--- src/rtl/pc_step_sequencer.sv ---
// Program-counter sequencer: advances pc on rising edges of advance, with branch/jump targets,
// a one-deep stall-pending update, single-step tokens and a saturating retired counter.
module pc_step_sequencer #(
    parameter int unsigned             ADDR_W    = 32,
    parameter logic [ADDR_W-1:0]       RESET_VEC = '0,
    parameter int unsigned             STEP      = 1,
    parameter int unsigned             COUNT_W   = 16
) (
    input  logic               clk,
    input  logic               reset,
    input  logic               run_mode,
    input  logic               step_btn,
    input  logic               advance,
    input  logic               stall,
    input  logic               branch_en,
    input  logic [ADDR_W-1:0]  branch_off,
    input  logic               jump_en,
    input  logic [ADDR_W-1:0]  jump_target,
    output logic [ADDR_W-1:0]  pc,
    output logic               pc_valid,
    output logic               step_ready,
    output logic [COUNT_W-1:0] retired
);

    typedef enum logic {IDLE, PENDING} state_t;

    localparam logic [ADDR_W-1:0] STEP_V = ADDR_W'(STEP);

    function automatic logic [COUNT_W-1:0] sat_inc(input logic [COUNT_W-1:0] v);
        return (&v) ? v : v + COUNT_W'(1);
    endfunction

    state_t              state;
    logic                advance_q;
    logic                step_btn_q;
    logic                token;
    logic [ADDR_W-1:0]   pend_pc;
    logic                adv_edge;
    logic                stp_edge;
    logic                grant;
    logic signed [ADDR_W-1:0] off_s;
    logic [ADDR_W-1:0]   next_pc;

    assign adv_edge = advance & ~advance_q;
    assign stp_edge = step_btn & ~step_btn_q;
    assign grant    = adv_edge & (state == IDLE) & (run_mode | token);
    assign off_s    = branch_off;

    // Offset is two's complement; the add wraps mod 2^ADDR_W either way.
    always_comb begin
        next_pc = pc + STEP_V;
        if (jump_en)
            next_pc = jump_target;
        else if (branch_en)
            next_pc = pc + STEP_V + $unsigned(off_s);
    end

    assign pc_valid   = (state == IDLE);
    assign step_ready = ~token;

    always_ff @(posedge clk) begin
        if (reset) begin
            state      <= IDLE;
            pc         <= RESET_VEC;
            retired    <= '0;
            token      <= 1'b0;
            advance_q  <= 1'b1;
            step_btn_q <= 1'b1;
        end else begin
            advance_q  <= advance;
            step_btn_q <= step_btn;

            // A press coinciding with a grant wins, so the new press is not lost.
            if (run_mode)
                token <= 1'b0;
            else if (stp_edge)
                token <= 1'b1;
            else if (grant)
                token <= 1'b0;

            case (state)
                IDLE: begin
                    if (grant && stall) begin
                        state <= PENDING;
                    end else if (grant) begin
                        pc      <= next_pc;
                        retired <= sat_inc(retired);
                    end
                end
                PENDING: begin
                    if (!stall) begin
                        pc      <= pend_pc;
                        retired <= sat_inc(retired);
                        state   <= IDLE;
                    end
                end
                default: state <= IDLE;
            endcase
        end
    end

    // Parked target is pure data; only the state flag qualifies it.
    always_ff @(posedge clk) begin
        if (state == IDLE && grant && stall)
            pend_pc <= next_pc;
    end

endmodule

--- config.mk ---
export PLATFORM = sky130hd
export DESIGN_NAME = pc_step_sequencer
export DESIGN_NICKNAME = d
export VERILOG_FILES = /design/src/rtl/pc_step_sequencer.sv
export SDC_FILE = /design/constraint.sdc
export NUM_CORES = 1
export LEC_CHECK = 0
export CAP_MARGIN = 20
export CORE_ASPECT_RATIO = 0.5
export CORE_MARGIN = 2
export CORE_UTILIZATION = 28
export DETAILED_ROUTE_END_ITERATION = 6
export PLACE_DENSITY = 0.47
export SETUP_SLACK_MARGIN = 0.15
export SYNTH_ARGS = -nofsm -noshare
export SYNTH_HDL_FRONTEND = slang
export SYNTH_SLANG_ARGS = --single-unit
--- constraint.sdc ---
create_clock -name clk -period 4.97 [get_ports clk]
set_input_delay 0.994 -clock clk [delete_from_list [all_inputs] [get_ports clk]]
set_output_delay 0.994 -clock clk [all_outputs]
set_load 0.005 [all_outputs]
; ---- Yosys cells after proc, flatten, opt, wreduce, memory -nomap -nowiden
; Index checks and enable logic that the tools add are counted.
; W data, S select, Z words.
[totals]
register_bits = 84
word_cells = 45
inputBits = 72
out_inout_bits = 50
[op_classes]
n_eq_ne = 3
bitwise_logic = 9
n_reduce_logical = 7
muxes = 16
add_sub_neg = 3
[op_table]
columns = op, count
row1 = $mux W32, 5
row2 = $mux W16, 4
row3 = $pmux W32 S2, 1
row4 = $add A32 B1 Y32 const B, 1
row5 = $add A32 B32 Y32, 1
row6 = $pmux W16 S2, 1
row7 = $add A16 B1 Y16 const B, 1
row8 = $reduce_and A16 Y1, 1
row9 = $and A1 B1 Y1, 4
row10 = $mux W1, 4
row11 = $ne A2 B2 Y1 const B, 2
row12 = $not A1 Y1, 4
row13 = $logic_and A1 B1 Y1, 3
row14 = $reduce_and A3 Y1, 1
row15 = $ne A2 B1 Y1 const B, 1
row16 = $pmux W1 S2, 1
row17 = $reduce_bool A2 Y1, 1
row18 = $reduce_or A2 Y1, 1
row19 = $or A1 B1 Y1, 1

; ---- Longest topological paths before layout
[logic_depth]
depth_word = 7
mapped_depth = 17
mapped_depth_nobuf = 16

; ---- Least setup slack after synthesis
; No wires, ideal clock.
[synth_path]
path_kind = in2reg
startpoint = input advance
endpoint = register pend_pc[0], enable pin
n_path_buf = 0
required_time_ns = 4.502
cell_stages = 3
slack_ns = 0.749
t_arrival_ns = 3.754
setup_time_ns = 0.468
path_cell_list = inv_1 > or3_1 > nor3b_1
[synth_between]
elab_chain_len = 5
[synth_rtl]
columns = item, line
row1 = from (decl), 13  ; input logic advance,
row2 = $and A1 B1 Y1, 44  ; assign adv_edge = advance & ~advance_q;
row3 = $and A1 B1 Y1 (2 in a row), 46  ; assign grant = adv_edge & (state == IDLE) & (run_mode | token);
row4 = $logic_and A1 B1 Y1 (2 in a row), 104  ; if (state == IDLE && grant && stall)
row5 = to (signal assigned), 105  ; pend_pc <= next_pc;
row6 = to (decl), 37  ; logic [ADDR_W-1:0] pend_pc;
; No other way between the ends.
; A chain may end at the register's enable or synchronous reset.

; ---- Final worst setup path
[layout_path]
startpoint = register pc[1]
endpoint = register pend_pc[31], data pin
[layout_between]
elab_chain_len = 4
[layout_rtl]
columns = item, line
row1 = from (decl), 19  ; output logic [ADDR_W-1:0] pc,
row2 = from (signal assigned), 86  ; pc <= next_pc;
row3 = from (signal assigned), 92  ; pc <= pend_pc;
row4 = $add A32 B1 Y32 *, "51, 55"
row5 = $add A32 B32 Y32, 55  ; next_pc = pc + STEP_V + $unsigned(off_s);
row6 = $mux W32 *, 54  ; else if (branch_en)
row7 = $mux W32 *, 52  ; if (jump_en)
row8 = named net next_pc[31], 42  ; logic [ADDR_W-1:0] next_pc;
; Mark *: on every way through the listed nets, which the timed path passes. The rest lies on a longest branch.

==> key figures <==
Placed design
  • Placed Instances: approximately 1100
  • Buffers added on ports: 121
  • Pre-CTS setup slack: about 0.36 ns
  • HPWL after detailed placement: ~18 mm
  • Placer Congestion: around 0.87

Worst hold path
  • Hold Crit Start: pc[31]$_SDFFE_PP0P_
  • Hold WC Path Type: flip-flop to flip-flop
  • Hold Path Depth: 2

Synth
  • Netlist Area Pre-Place: 0.00629 mm^2
  • Largest family of logic cells by synthesized area: compound AO/OA/AOI/OAI gates
  • Gate Count Post-Synth: roughly 750
  • Post-synthesis adder-cell area fraction: about 8.3%
  • Seq/Total Area, Yosys: 31.8%
  • Most common flop cell mapped by yosys: dfxtp_1
  • Post-synth cell types: 67
  • Synth Area in Simple Gates: 20.1%
  • Syn Nets: roughly 870
  • Post-synthesis mux area share: roughly 4.8%
  • Xor/xnor share of the synthesized area: 9.05%
  • #FFs+latches synth: between 80 and 90
  • Synth Area in Compound Gates: 22.6%
  • Number of flops mapped to enable cells by yosys: 32
  • Post-Syn Area per Cell: roughly 8.4 um^2
  • Synth warnings: 0
  • Async set or reset register ratio after synthesis: 0%

Finish
  • Fin cells: roughly 1200
  • Fill cell count: 2287
  • Share of layout cells above drive strength 1: 7.06%
  • N_diodes: 0
  • Final #Nets: 972
  • Most common cell after layout, fill and taps aside: clkdlybuf4s50_1
  • Area growth syn-to-layout: 29.9%
  • Most frequent cells in the layout: clkdlybuf4s50_1, nor2_1, a21oi_1, nand2_1, dfxtp_1

Critical path
  • Worst Setup End Kind: flip-flop
  • Startpoint Class: flip-flop
  • Critical path arrival: 4.60 ns
  • RR Startpoint: pc[1]$_SDFFE_PP0P_
  • R2R cell count: 16
  • Worst-path cell chain: ha_1, and2_1, nand3_2, nor4_4, xor2_2, ha_1, a21o_1, o21bai_1, or3_1, o21ai_0, a21oi_1, a221oi_1, buf_4, mux2i_1, xor2_1, o21ai_1
  • Delay of the slowest critical-path stage: approximately 0.43 ns
  • CP most frequent cell: ha_1
  • Crit-path max FO: 6
  • Critical path class: flip-flop to flip-flop
  • Req. time, crit path: 5.06 ns
  • Slowest CP cell: dfxtp_1
  • Worst Setup SP: pc[1]$_SDFFE_PP0P_

CTS
  • Clk slew on worst S/H paths: about 0.070 ns
  • Root buf cell: clkbuf_16
  • CTS tree: built
  • Clock sinks: 84
  • # H-tree levels: 3
  • CTS buffer count: 9
  • Hold buffer count at cts: 0
  • Clk Latency, worst-skew pair: 0.35 ns
  • Clock Tree Buf Depth: 2

Die
  • Chip height: around 110 um
  • Total die area: approximately 0.024 mm^2
  • # rows: 38
  • Core area: 0.0219 mm^2
  • Die W: about 220 um
  • Ports: 122
  • Starting density of the core: between 20% and 30%

Global route
  • Initial antenna violation count: 0
  • Total GRT Usage: 19.5%
  • Total grt overflow: 0
  • Largest net degree at the start of global routing: 47
  • First-pass GRT wire length: approximately 35 mm
  • Vias in the first global route: 5684

Drt
  • DR vias: a little over 6000
  • Avg WL per Cell: 20.1 um
  • Total routed wirelength: 23.4 mm
  • Number of detailed-route iterations in the first pass: 5
  • Vias per cell: 5.25
  • Initial DRC Count: 523
  • Drc violations: 0
  • Antenna violation net count after detailed routing: 0

Timing
  • Endpoints failing hold: 0
  • Final Max Slew Viols: 0
  • Unrepaired setup endpoints after global routing: false
  • Relative slew slack: 44.9%
  • Setup_tns: 0 ns
  • Clock skew: 0.00737 ns
  • Worst-Margin Slew: 0.825 ns
  • Achievable frequency: 222 MHz
  • PnR worst setup slack: 0.465 ns
  • Min Hold Slack: 0.520 ns
  • Setup Viol. Count Final: 0
  • Post-layout min period: between 4 and 5 ns
  • Fin crit share: 90.6%

Power
  • Pwr dens: 219 mW/mm^2
  • Leakage: 0.00341 uW
  • Peak supply drop: 0.000170 V
  • Total chip power: 1790 uW

Status
  • Status: finished clean

Flow run
  • Max-cap violations: 0
==> stage by stage <==
step,util [%],cell area [um^2]
finish,37.4,8170
global route,37.4,8170
CTS,37.1,8120
detailed placement,35.8,7840
global placement,35.8,7840
floorplan,-,6290
==> per-layer routing <==
layer	global-route usage, %	vias up	wire, um
met5	0	-	0
met1	28.8	2915	11800
met4	2.69	0	156
li1	-	2989	-
met3	4.33	15	1660
met2	29.6	192	9820
==> Yosys cell counts (all sizes together) (5+ instances only) <==
master,n,area [um^2]
a211oi,14,105
a21o,27,203
a21oi,69,349
a31oi,10,62.6
and2,10,62.6
and3,16,100
and4,5,43.8
buf,11,46.3
clkbuf,27,101
dfxtp,52,1040
edfxtp,32,961
ha,40,500
inv,17,63.8
mux2,8,90.1
mux2i,21,210
nand2,66,248
nand2b,5,31.3
nand3,21,105
nand4,16,106
nor2,77,289
nor3,18,90.1
nor4,6,50.0
o21ai,36,180
o22ai,10,62.6
or3,9,56.3
xnor2,26,228
xor2,39,342
==> final timing paths <==
check	to	slack (ns)
max	pend_pc[31]$_DFFE_PP_	0.47
min	pc[31]$_SDFFE_PP0P_	0.52
max reg2reg	pend_pc[31]$_DFFE_PP_	0.47
min reg2reg	pc[31]$_SDFFE_PP0P_	0.52
==> critical path, delay by kind of cell (launching register included) <==
family,cells,cell delay (ns)
XOR/XNOR,2,0.47
adder cells (fa/ha/maj),2,0.63
flip-flops,1,0.43
multiplexers,1,0.27
AND/OR/NAND/NOR,4,1.16
buffers and inverters,1,0.19
AO/OA/AOI/OAI,6,1.12
==> kinds of logic after synthesis <==
family / Yosys count
simple gates: 260
buf+inv: 56
fa+ha+maj: 41
compound gates: 217
mux: 29
xor+xnor: 65
flops: 84
==> power by group <==
group          leakage (uW)  total, uW  switching (uW)  internal, uW
sequential         0.000711        747            15.9           731
combinational       0.00255        373             205           169
clock              0.000143        670             322           348
total               0.00341       1790             543          1250
==> final cells by class <==
| cell class | count | area, um^2 | area share [%] |
|---|---|---|---|
| clock buffer | 9 | 225 | 2.76 |
| timing repair buffer | 134 | 1310 | 16.0 |
| multi-input combinational | 612 | 4130 | 50.6 |
| sequential | 84 | 2000 | 24.5 |
| tap | 300 | 375 | 4.59 |
| clock inverter | 7 | 57.6 | 0.705 |
| inverter | 18 | 67.6 | 0.827 |
==> state kept, by name, indices dropped and copies added, names as in the netlist <==
signal	cells
token	1
pc	32
state	1
retired	16
pend_pc	32
advance_q	1
step_btn_q	1
==> what timing repair did <==
| action | 4_1_cts | 5_1_grt |
|---|---|---|
| setup endpoints to repair | 0 | 1 |
| setup buffers | 0 | 0 |
| gates resized for setup | 0 | 8 |
(Power assumes the default switching activity.)
